<file path="src/rtl/anim_pkg.sv">
// Shared definitions for the LED animation frame sequencer.
//   - state_t        : sequencer states (stopped, running, one-shot finished)
//   - MODE_*         : encodings of the 2-bit mode input (11 behaves as loop)
//   - FRAME_W        : width of the frame index driven to the pattern decoders
package anim_pkg;

  localparam int FRAME_W = 5;

  typedef enum logic [1:0] {
    S_STOP = 2'd0,
    S_RUN  = 2'd1,
    S_DONE = 2'd2
  } state_t;

  localparam logic [1:0] MODE_LOOP     = 2'b00;
  localparam logic [1:0] MODE_ONESHOT  = 2'b01;
  localparam logic [1:0] MODE_PINGPONG = 2'b10;

endpackage

</file>
<file path="src/rtl/anim_prescaler.sv">
// Frame-rate prescaler: counts enabled clocks and pulses tick once per
// frame period of (DIV >> speed) clocks.
//   clk, rst : clock and synchronous active-high reset
//   en       : count enable (sequencer running)
//   clr      : clear the count (has priority over en)
//   speed    : period select, period = DIV >> speed
//   tick     : one-cycle advance request
module anim_prescaler
  import anim_pkg::*;
#(
  parameter int DIV = 12_500_000,
  parameter int CW  = $clog2(DIV)
) (
  input  logic       clk,
  input  logic       rst,
  input  logic       en,
  input  logic       clr,
  input  logic [1:0] speed,
  output logic       tick
);

  logic [CW-1:0] r_cnt;
  logic [CW-1:0] w_limit;
  logic          w_at_limit;

  // Terminal count for the selected period; a period that shifts down to
  // zero is treated as one clock so the limit never underflows.
  function automatic logic [CW-1:0] period_limit(input logic [1:0] s);
    int unsigned p;
    p = int'(DIV) >> s;
    if (p == 0) p = 1;
    return CW'(p - 1);
  endfunction

  assign w_limit = period_limit(speed);

  // >= rather than == so that raising the speed while the count is already
  // past the new limit ticks immediately instead of waiting for a wrap.
  assign w_at_limit = (r_cnt >= w_limit);
  assign tick       = en && !clr && w_at_limit;

  always_ff @(posedge clk) begin
    if (rst) begin
      r_cnt <= '0;
    end else if (clr) begin
      r_cnt <= '0;
    end else if (en) begin
      r_cnt <= w_at_limit ? '0 : r_cnt + 1'b1;
    end
  end

endmodule

</file>
<file path="src/rtl/anim_step_seq.sv">
// Frame sequencer for the LED animation pattern path. Produces the frame
// index consumed combinationally by the 7-segment pattern decoders.
//   clk, rst  : clock and synchronous active-high reset
//   run       : 1 animates, 0 holds the current frame
//   dir       : 0 up, 1 down; seeds the ping-pong direction
//   mode      : 00 loop, 01 one-shot, 10 ping-pong, 11 loop
//   speed     : frame period = DIV >> speed clocks
//   load      : one-cycle jump request to load_val (clamped to LAST)
//   step      : current frame index (registered)
//   frame_stb : one-cycle pulse in the first cycle a new step is visible
//   done      : sticky one-shot completion flag
module anim_step_seq
  import anim_pkg::*;
#(
  parameter int DIV  = 12_500_000,
  parameter int LAST = 31,
  parameter int CW   = $clog2(DIV)
) (
  input  logic               clk,
  input  logic               rst,
  input  logic               run,
  input  logic               dir,
  input  logic [1:0]         mode,
  input  logic [1:0]         speed,
  input  logic               load,
  input  logic [FRAME_W-1:0] load_val,
  output logic [FRAME_W-1:0] step,
  output logic               frame_stb,
  output logic               done
);

  localparam logic [FRAME_W-1:0] LAST_V = FRAME_W'(LAST);
  localparam logic [FRAME_W-1:0] ONE_V  = FRAME_W'(1);

  state_t             r_state, w_state_nxt;
  logic [FRAME_W-1:0] r_step, w_step_nxt;
  logic               r_stb, w_stb_nxt;
  logic               r_done, w_done_nxt;
  logic               r_pp_dir, w_pp_dir_nxt;
  // Remembers whether the previous move was made in ping-pong mode, so that
  // entering ping-pong mid-run reseeds the bounce direction from dir.
  logic               r_was_pp, w_was_pp_nxt;

  logic               w_tick;
  logic               w_pre_en;
  logic               w_pre_clr;
  logic               w_pp_eff;
  logic [FRAME_W-1:0] w_load_clamped;

  assign w_pre_en       = (r_state == S_RUN) && run;
  assign w_pre_clr      = load || !w_pre_en;
  assign w_load_clamped = (load_val > LAST_V) ? LAST_V : load_val;
  assign w_pp_eff       = r_was_pp ? r_pp_dir : dir;

  anim_prescaler #(
    .DIV (DIV),
    .CW  (CW)
  ) u_prescaler (
    .clk   (clk),
    .rst   (rst),
    .en    (w_pre_en),
    .clr   (w_pre_clr),
    .speed (speed),
    .tick  (w_tick)
  );

  always_comb begin
    w_state_nxt  = r_state;
    w_step_nxt   = r_step;
    w_stb_nxt    = 1'b0;
    w_done_nxt   = r_done;
    w_pp_dir_nxt = r_pp_dir;
    w_was_pp_nxt = r_was_pp;

    if (load) begin
      // A jump wins over any tick in the same cycle, so the frame moves once.
      w_step_nxt  = w_load_clamped;
      w_stb_nxt   = 1'b1;
      w_done_nxt  = 1'b0;
      w_state_nxt = run ? S_RUN : S_STOP;
      if (run && (r_state != S_RUN)) begin
        w_pp_dir_nxt = dir;
        w_was_pp_nxt = (mode == MODE_PINGPONG);
      end
    end else begin
      case (r_state)
        S_STOP: begin
          if (run) begin
            w_state_nxt  = S_RUN;
            w_pp_dir_nxt = dir;
            w_was_pp_nxt = (mode == MODE_PINGPONG);
          end
        end
        S_RUN: begin
          if (!run) begin
            w_state_nxt = S_STOP;
          end else if (w_tick) begin
            w_was_pp_nxt = (mode == MODE_PINGPONG);
            case (mode)
              MODE_ONESHOT: begin
                if (dir ? (r_step == '0) : (r_step == LAST_V)) begin
                  w_state_nxt = S_DONE;
                  w_done_nxt  = 1'b1;
                end else begin
                  w_step_nxt = dir ? r_step - 1'b1 : r_step + 1'b1;
                  w_stb_nxt  = 1'b1;
                end
              end
              MODE_PINGPONG: begin
                // Bounce in the same edge as reaching the end test so the
                // end frame is shown for a single period only.
                w_stb_nxt = 1'b1;
                if (!w_pp_eff) begin
                  if (r_step == LAST_V) begin
                    w_pp_dir_nxt = 1'b1;
                    w_step_nxt   = LAST_V - 1'b1;
                  end else begin
                    w_pp_dir_nxt = 1'b0;
                    w_step_nxt   = r_step + 1'b1;
                  end
                end else begin
                  if (r_step == '0) begin
                    w_pp_dir_nxt = 1'b0;
                    w_step_nxt   = ONE_V;
                  end else begin
                    w_pp_dir_nxt = 1'b1;
                    w_step_nxt   = r_step - 1'b1;
                  end
                end
              end
              default: begin
                w_stb_nxt = 1'b1;
                if (!dir) begin
                  w_step_nxt = (r_step == LAST_V) ? '0 : r_step + 1'b1;
                end else begin
                  w_step_nxt = (r_step == '0) ? LAST_V : r_step - 1'b1;
                end
              end
            endcase
          end
        end
        default: begin
          // S_DONE holds until load or rst.
        end
      endcase
    end
  end

  always_ff @(posedge clk) begin
    if (rst) begin
      r_state  <= S_STOP;
      r_step   <= '0;
      r_stb    <= 1'b0;
      r_done   <= 1'b0;
      r_pp_dir <= 1'b0;
      r_was_pp <= 1'b0;
    end else begin
      r_state  <= w_state_nxt;
      r_step   <= w_step_nxt;
      r_stb    <= w_stb_nxt;
      r_done   <= w_done_nxt;
      r_pp_dir <= w_pp_dir_nxt;
      r_was_pp <= w_was_pp_nxt;
    end
  end

  assign step      = r_step;
  assign frame_stb = r_stb;
  assign done      = r_done;

endmodule

</file>
<file path="config.mk">
export PLATFORM = sky130hd
export DESIGN_NAME = anim_step_seq
export DESIGN_NICKNAME = d
export VERILOG_FILES = /design/src/rtl/anim_pkg.sv /design/src/rtl/anim_prescaler.sv /design/src/rtl/anim_step_seq.sv
export SDC_FILE = /design/constraint.sdc
export NUM_CORES = 1
export LEC_CHECK = 0
export BUFFER_PORTS_ARGS = -buffer_cell sky130_fd_sc_hd__buf_2
export CORE_UTILIZATION = 54
export DETAILED_ROUTE_END_ITERATION = 16
export PLACE_DENSITY_LB_ADDON = 0.12
export SLEW_MARGIN = 10
export SYNTH_ARGS = -nofsm -noshare
export SYNTH_HDL_FRONTEND = slang
export SYNTH_SLANG_ARGS = --single-unit
</file>
<file path="constraint.sdc">
create_clock -name clk -period 6.9 [get_ports clk]
set_clock_uncertainty 0.05 [all_clocks]
set_input_delay 0.345 -clock clk [delete_from_list [all_inputs] [get_ports clk]]
set_output_delay 0.345 -clock clk [all_outputs]
set_load 0.01 [all_outputs]
</file>
======== Word level (Yosys, flattened, before mapping) ========
Index checks and enable logic that the tools add are counted.
storage, ports and cells
  register bits ........................... 35
  output and inout bits ................... 7
  word-level logic and storage cells ...... 97
cells by class
  add/subtract/negate cells ............... 4
  order comparisons ....................... 2
  eq/ne operators ......................... 14
  shift-type cells ........................ 1
  multiplexer cells ....................... 48
  reduce and logical (&&, ||, !) cells .... 21
operator list
  kind                                                                   count
  5-bit two-way mux                                                      13
  24-bit two-way mux                                                     2
  32-bit logical NOT                                                     1
  24-bit by 2-bit right shift with 32-bit output (first input constant)  1
  24-bit by 1-bit adder with 24-bit output (second input constant)       1
  24-bit >= comparator                                                   1
  24-bit by 1-bit subtractor with 24-bit output (second input constant)  1
  1-bit two-way mux                                                      23
  5-bit AND reduction                                                    3
  2-bit two-way mux                                                      6
  4-bit by 3-bit != test with 1-bit output (second input constant)       3
  5-bit case mux with 2 select lines                                     1
  3-bit != test (second input constant)                                  3
  3-bit by 2-bit != test with 1-bit output (second input constant)       2
  6-bit AND reduction                                                    1
  2-bit nonzero test                                                     3
  5-bit by 1-bit adder with 5-bit output (second input constant)         1
  5-bit == test (second input constant)                                  1
  5-bit > comparator (second input constant)                             1
  5-bit logical NOT                                                      1
  5-bit by 1-bit subtractor with 5-bit output (second input constant)    1
  2-bit by 1-bit == test with 1-bit output (second input constant)       2
  1-bit logical AND                                                      4
  2-bit by 1-bit != test with 1-bit output (second input constant)       2
  9 further kinds                                                        12

======== Logic depth before layout (Yosys ltp) ========
  word-level depth ........................ 11
  depth in mapped cells ................... 15

======== Modules after synthesis ========
A second synthesis with hierarchy kept.
unflattened totals
  cell total of the unflattened synthesis .. 348
  area total of the unflattened synthesis .. 2,834.0 um^2
modules (own cells, without submodules)
  module          times used  cells an instance  area each (um^2)  sequential area each (um^2)
  anim_prescaler  1           200                1,714.1           480.5
  anim_step_seq   1           148                1,119.8           220.2

======== Worst setup path before layout ========
OpenSTA, ideal clock, no wires.
  path kind ............................... input to register
  start point ............................. input speed[1]
  end point ............................... register u_prescaler.r_cnt[15]
  library setup time ...................... 65 ps
  arrival time ............................ 2,776 ps
  slack ................................... 4,009 ps
  stages .................................. 13
  path through ............................ nor2b_2 inv_1 ha_1 ha_1 a21oi_1 a21o_1 a211oi_1 o41a_1 or2_1 or3_1 buf_6 buf_6 nor2_1
on the way
  cells in the longest elaborated chain, start to end .. 6
ends and longest elaborated chain
  item                                                line                  text
  from (decl)                                         anim_step_seq.sv:24   input logic [1:0] speed,
  24-bit by 2-bit right shift with 32-bit output (*)  anim_prescaler.sv:30  p = int'(DIV) >> s;
  32-bit logical NOT                                  anim_prescaler.sv:31  if (p == 0) p = 1;
  24-bit two-way mux (*)                              anim_prescaler.sv:31
  24-bit by 1-bit subtractor with 24-bit output (*)   anim_prescaler.sv:32  return CW'(p - 1);
  24-bit >= comparator (*)                            anim_prescaler.sv:39  assign w_at_limit = (r_cnt >= w_limit);
  24-bit two-way mux (*)                              anim_prescaler.sv:48  r_cnt <= w_at_limit ? '0 : r_cnt + 1'b1;
  to (signal assigned)                                anim_prescaler.sv:48
  to (decl)                                           anim_prescaler.sv:22  logic [CW-1:0] r_cnt;
Mark *: on every way between the ends. The rest lies on a longest branch, timed or not.
A chain may end at the register's enable or synchronous reset.

======== Final worst setup path ========
  start point ............................. input speed[0]
  end point ............................... register u_prescaler.r_cnt[15]
Same word-level chain as after synthesis.

==> out/metrics.csv <==
stage;metric;value;unit
grt;track_usage;23.5;%
clocking;cts_made_buffers;5;
synthesis;synth.avg_cell_area;7.92;um2
floorplanning;core_area;4470;um2
finish;final_net_count;385;
grt;antenna_found_initial;0;
routing;vias;2314;
routing;ant_nets;0;
pwr;power;0.475;mW
grt;overflow;0;
worst_setup_path;r2r-end;u_prescaler.r_cnt[15];
finish;final_common_cell;nor2_1;
min_path;hold_class;primary input to flip-flop;
clocking;cts_root_buffer;clkbuf_8;
floorplanning;rows;24;
synthesis;netlist_top_cells_area;dfxtp_1 27%, ha_1 13%, nor2_1 7.6%;
finish;diodes;0;
job;drv_cap;0;
status;outcome;complete, no violations;
timing;tightest_slew;865;ps
routing;viasPerCell;5.83;
floorplanning;die_x;71.0;um
timing;max_freq;320;MHz
timing;finalSetupTns;0;ps
pwr;peakVddDrop;0.100;mV
clocking;cts_resized;0;
grt;grt_max_degree;25;
synthesis;synth-edff-count;0;
worst_setup_path;worstPathRequired;7070;ps
finish;layout_common_cells;52 x nor2_1, 35 x dfxtp_1, 27 x ha_1, 23 x nand2_1;
worst_setup_path;reg2reg_from;u_prescaler.r_cnt[9];
timing;rsz0062_at_grt;no;
pwr;p_leak;1.17;nW
floorplanning;initial_core_util;57.5;%
routing;drc;0;
min_path;hp-start;load_val[1];
timing;finalCritPeriodShare;45.2;%
synthesis;ys_async_sr_fraction;0;%
clocking;post_cts_buffers;0;
worst_setup_path;worstPathArrival;3290;ps
clocking;cts_tree;built;
clocking;cts.htree.levels;2;
finish;fill_cells;412;
clocking;clock_latency;290;ps
clocking;path_clk_slew;70;ps
synthesis;ys.flop_type;dfxtp_1;
synthesis;synth_seq_cells;35;
worst_setup_path;crit_path_start_kind;primary input;
timing;drv_slew;0;
place;place_congestion;0.872;
floorplanning;fp.dieH;71.0;um
timing;fin_crit;3120;ps
synthesis;yosysUniqueCellTypes;55;
worst_setup_path;critPathKind;primary input to flip-flop;
routing;finalWirelength;5540;um
clocking;cts_hold_buf;0;
pwr;power_density;170;nW/um2
floorplanning;io_pins;21;
clocking;clkSinkCount;35;
worst_setup_path;r2r_cells;8;
timing;setup_viol;0;
floorplanning;dieArea;5040;um2
routing;dr.first_iter.drc_count;100;
place;port_buffers;20;
timing;max_slew_margin;42.3;%
min_path;whs_path_depth;3;
grt;grt_pass1_vias;2017;
routing;firstDrtPassIters;6;
finish;drive_gt1_share;11.0;%
synthesis;syn-cell-area;2570;um2
worst_setup_path;ff2ff_setup_slack;3820;ps
clocking;cts_buffer_depth;2;
synthesis;seq_area_frac_synth;27.2;%
worst_setup_path;crit_path_end_kind;flip-flop;
routing;wire_per_inst;14.0;um
synthesis;synth_top_area_share;27.2;%
timing;hold_viol_final;0;
place;dpl.hpwl;4270;um
finish;areaGrowthSynthToFinish;8.95;%
synthesis;yosysWarnings;0;
worst_setup_path;path_max_fanout;24;
synthesis;synthCells;325;
grt;grt_pass1_wl;9470;um
min_path;hold_end;step[1];
synthesis;yosys.area.top_type;dfxtp_1;
-- report_power, final --
part           internal [mW]  switching (mW)  leakage, nW
registers              0.205         0.00559        0.284
logic                 0.0262          0.0388        0.825
clock network          0.119          0.0808       0.0618
total                  0.350           0.125         1.17
-- stage by stage --
| stage | util, % | hold WS [ps] | worst slack (ps) | instances | instance area, um2 |
|---|---|---|---|---|---|
| floorplan | - | 377 | 4010 | 326 | 2580 |
| global placement | 59.9 | 394 | 3570 | 389 | 2680 |
| detailed placement | 59.9 | 397 | 3460 | 389 | 2680 |
| CTS | 62.6 | 194 | 3780 | 397 | 2800 |
| global route | 62.6 | 213 | 3560 | 397 | 2800 |
| finish | 62.6 | 202 | 3780 | 397 | 2800 |
-- registers in the layout (all words and copies together) (netlist names) --
register	flops
done	1
frame_stb	1
r_was_pp	1
r_pp_dir	1
r_state	2
u_prescaler.r_cnt	24
step	5
-- worst max-delay path, cell delays in order --
cell and delay [ps]:
buf_2 140, nor2b_2 260, inv_1 100, ha_1 300
ha_1 290, a21oi_1 140, a21o_1 130, a211oi_1 60
o41a_1 370, or2_1 270, or3_1 680, nor2_1 210
-- cell type report --
| cell class | count | area (um2) | area share [%] |
|---|---|---|---|
| timing repair buffer | 20 | 100 | 3.57 |
| tap | 52 | 65.1 | 2.32 |
| inverter | 20 | 75.1 | 2.68 |
| clock buffer | 6 | 82.6 | 2.95 |
| multi-input combinational | 262 | 1740 | 62.1 |
| clock inverter | 2 | 38.8 | 1.38 |
| sequential | 35 | 701 | 25.0 |
-- worst max-delay path by stage --
| stage | start | to | slack (ps) |
|---|---|---|---|
| floorplan | speed[1] | u_prescaler.r_cnt[15] | 4010 |
| CTS | speed[0] | u_prescaler.r_cnt[15] | 3780 |
| global route | speed[1] | u_prescaler.r_cnt[2] | 3560 |
| global placement | speed[0] | u_prescaler.r_cnt[18] | 3570 |
| finish | speed[0] | u_prescaler.r_cnt[15] | 3780 |
| detailed placement | speed[0] | u_prescaler.r_cnt[6] | 3460 |
-- metal layers --
layer / routed length [um] / share of wire [%] / GRT usage, %
met5: 0 / 0 / 0
met2: 2560 / 46 / 38.6
met3: 180 / 3.2 / 4.42
met4: 112 / 2.0 / 8.67
met1: 2690 / 49 / 30.9
-- logic make-up after synthesis --
family                   Yosys count  synth area share [%]
AO/OA/AOI/OAI                     55                  14.7
XOR/XNOR                          28                  9.53
adder cells (fa/ha/maj)           28                  13.5
buffers and inverters             29                  5.25
flip-flops                        35                  27.2
multiplexers                       8                  3.21
other                              2                 0.292
AND/OR/NAND/NOR                  140                  26.2
-- Yosys cell counts (2+ instances only) --
| cell type | count |
|---|---|
| nand3b_1 | 2 |
| o21a_1 | 3 |
| clkbuf_1 | 6 |
| buf_6 | 2 |
| conb_1 | 2 |
| nand2b_1 | 5 |
| nor2_2 | 2 |
| o21bai_1 | 2 |
| nand2_1 | 23 |
| xor2_1 | 16 |
| dfxtp_1 | 35 |
| a31oi_1 | 2 |
| a21o_1 | 4 |
| a21oi_1 | 12 |
| ha_1 | 27 |
| mux2i_1 | 6 |
| nand3_1 | 16 |
| and3_1 | 6 |
| o211ai_1 | 2 |
| mux2_2 | 2 |
| or3_1 | 4 |
| xnor2_1 | 12 |
| nor2_1 | 52 |
| nor2b_1 | 4 |
| nor3_1 | 7 |
| o21ai_0 | 12 |
| inv_1 | 20 |
| a311oi_1 | 2 |
| nand4_1 | 9 |
| or2_2 | 3 |
Power figures use the tool's default switching activity.
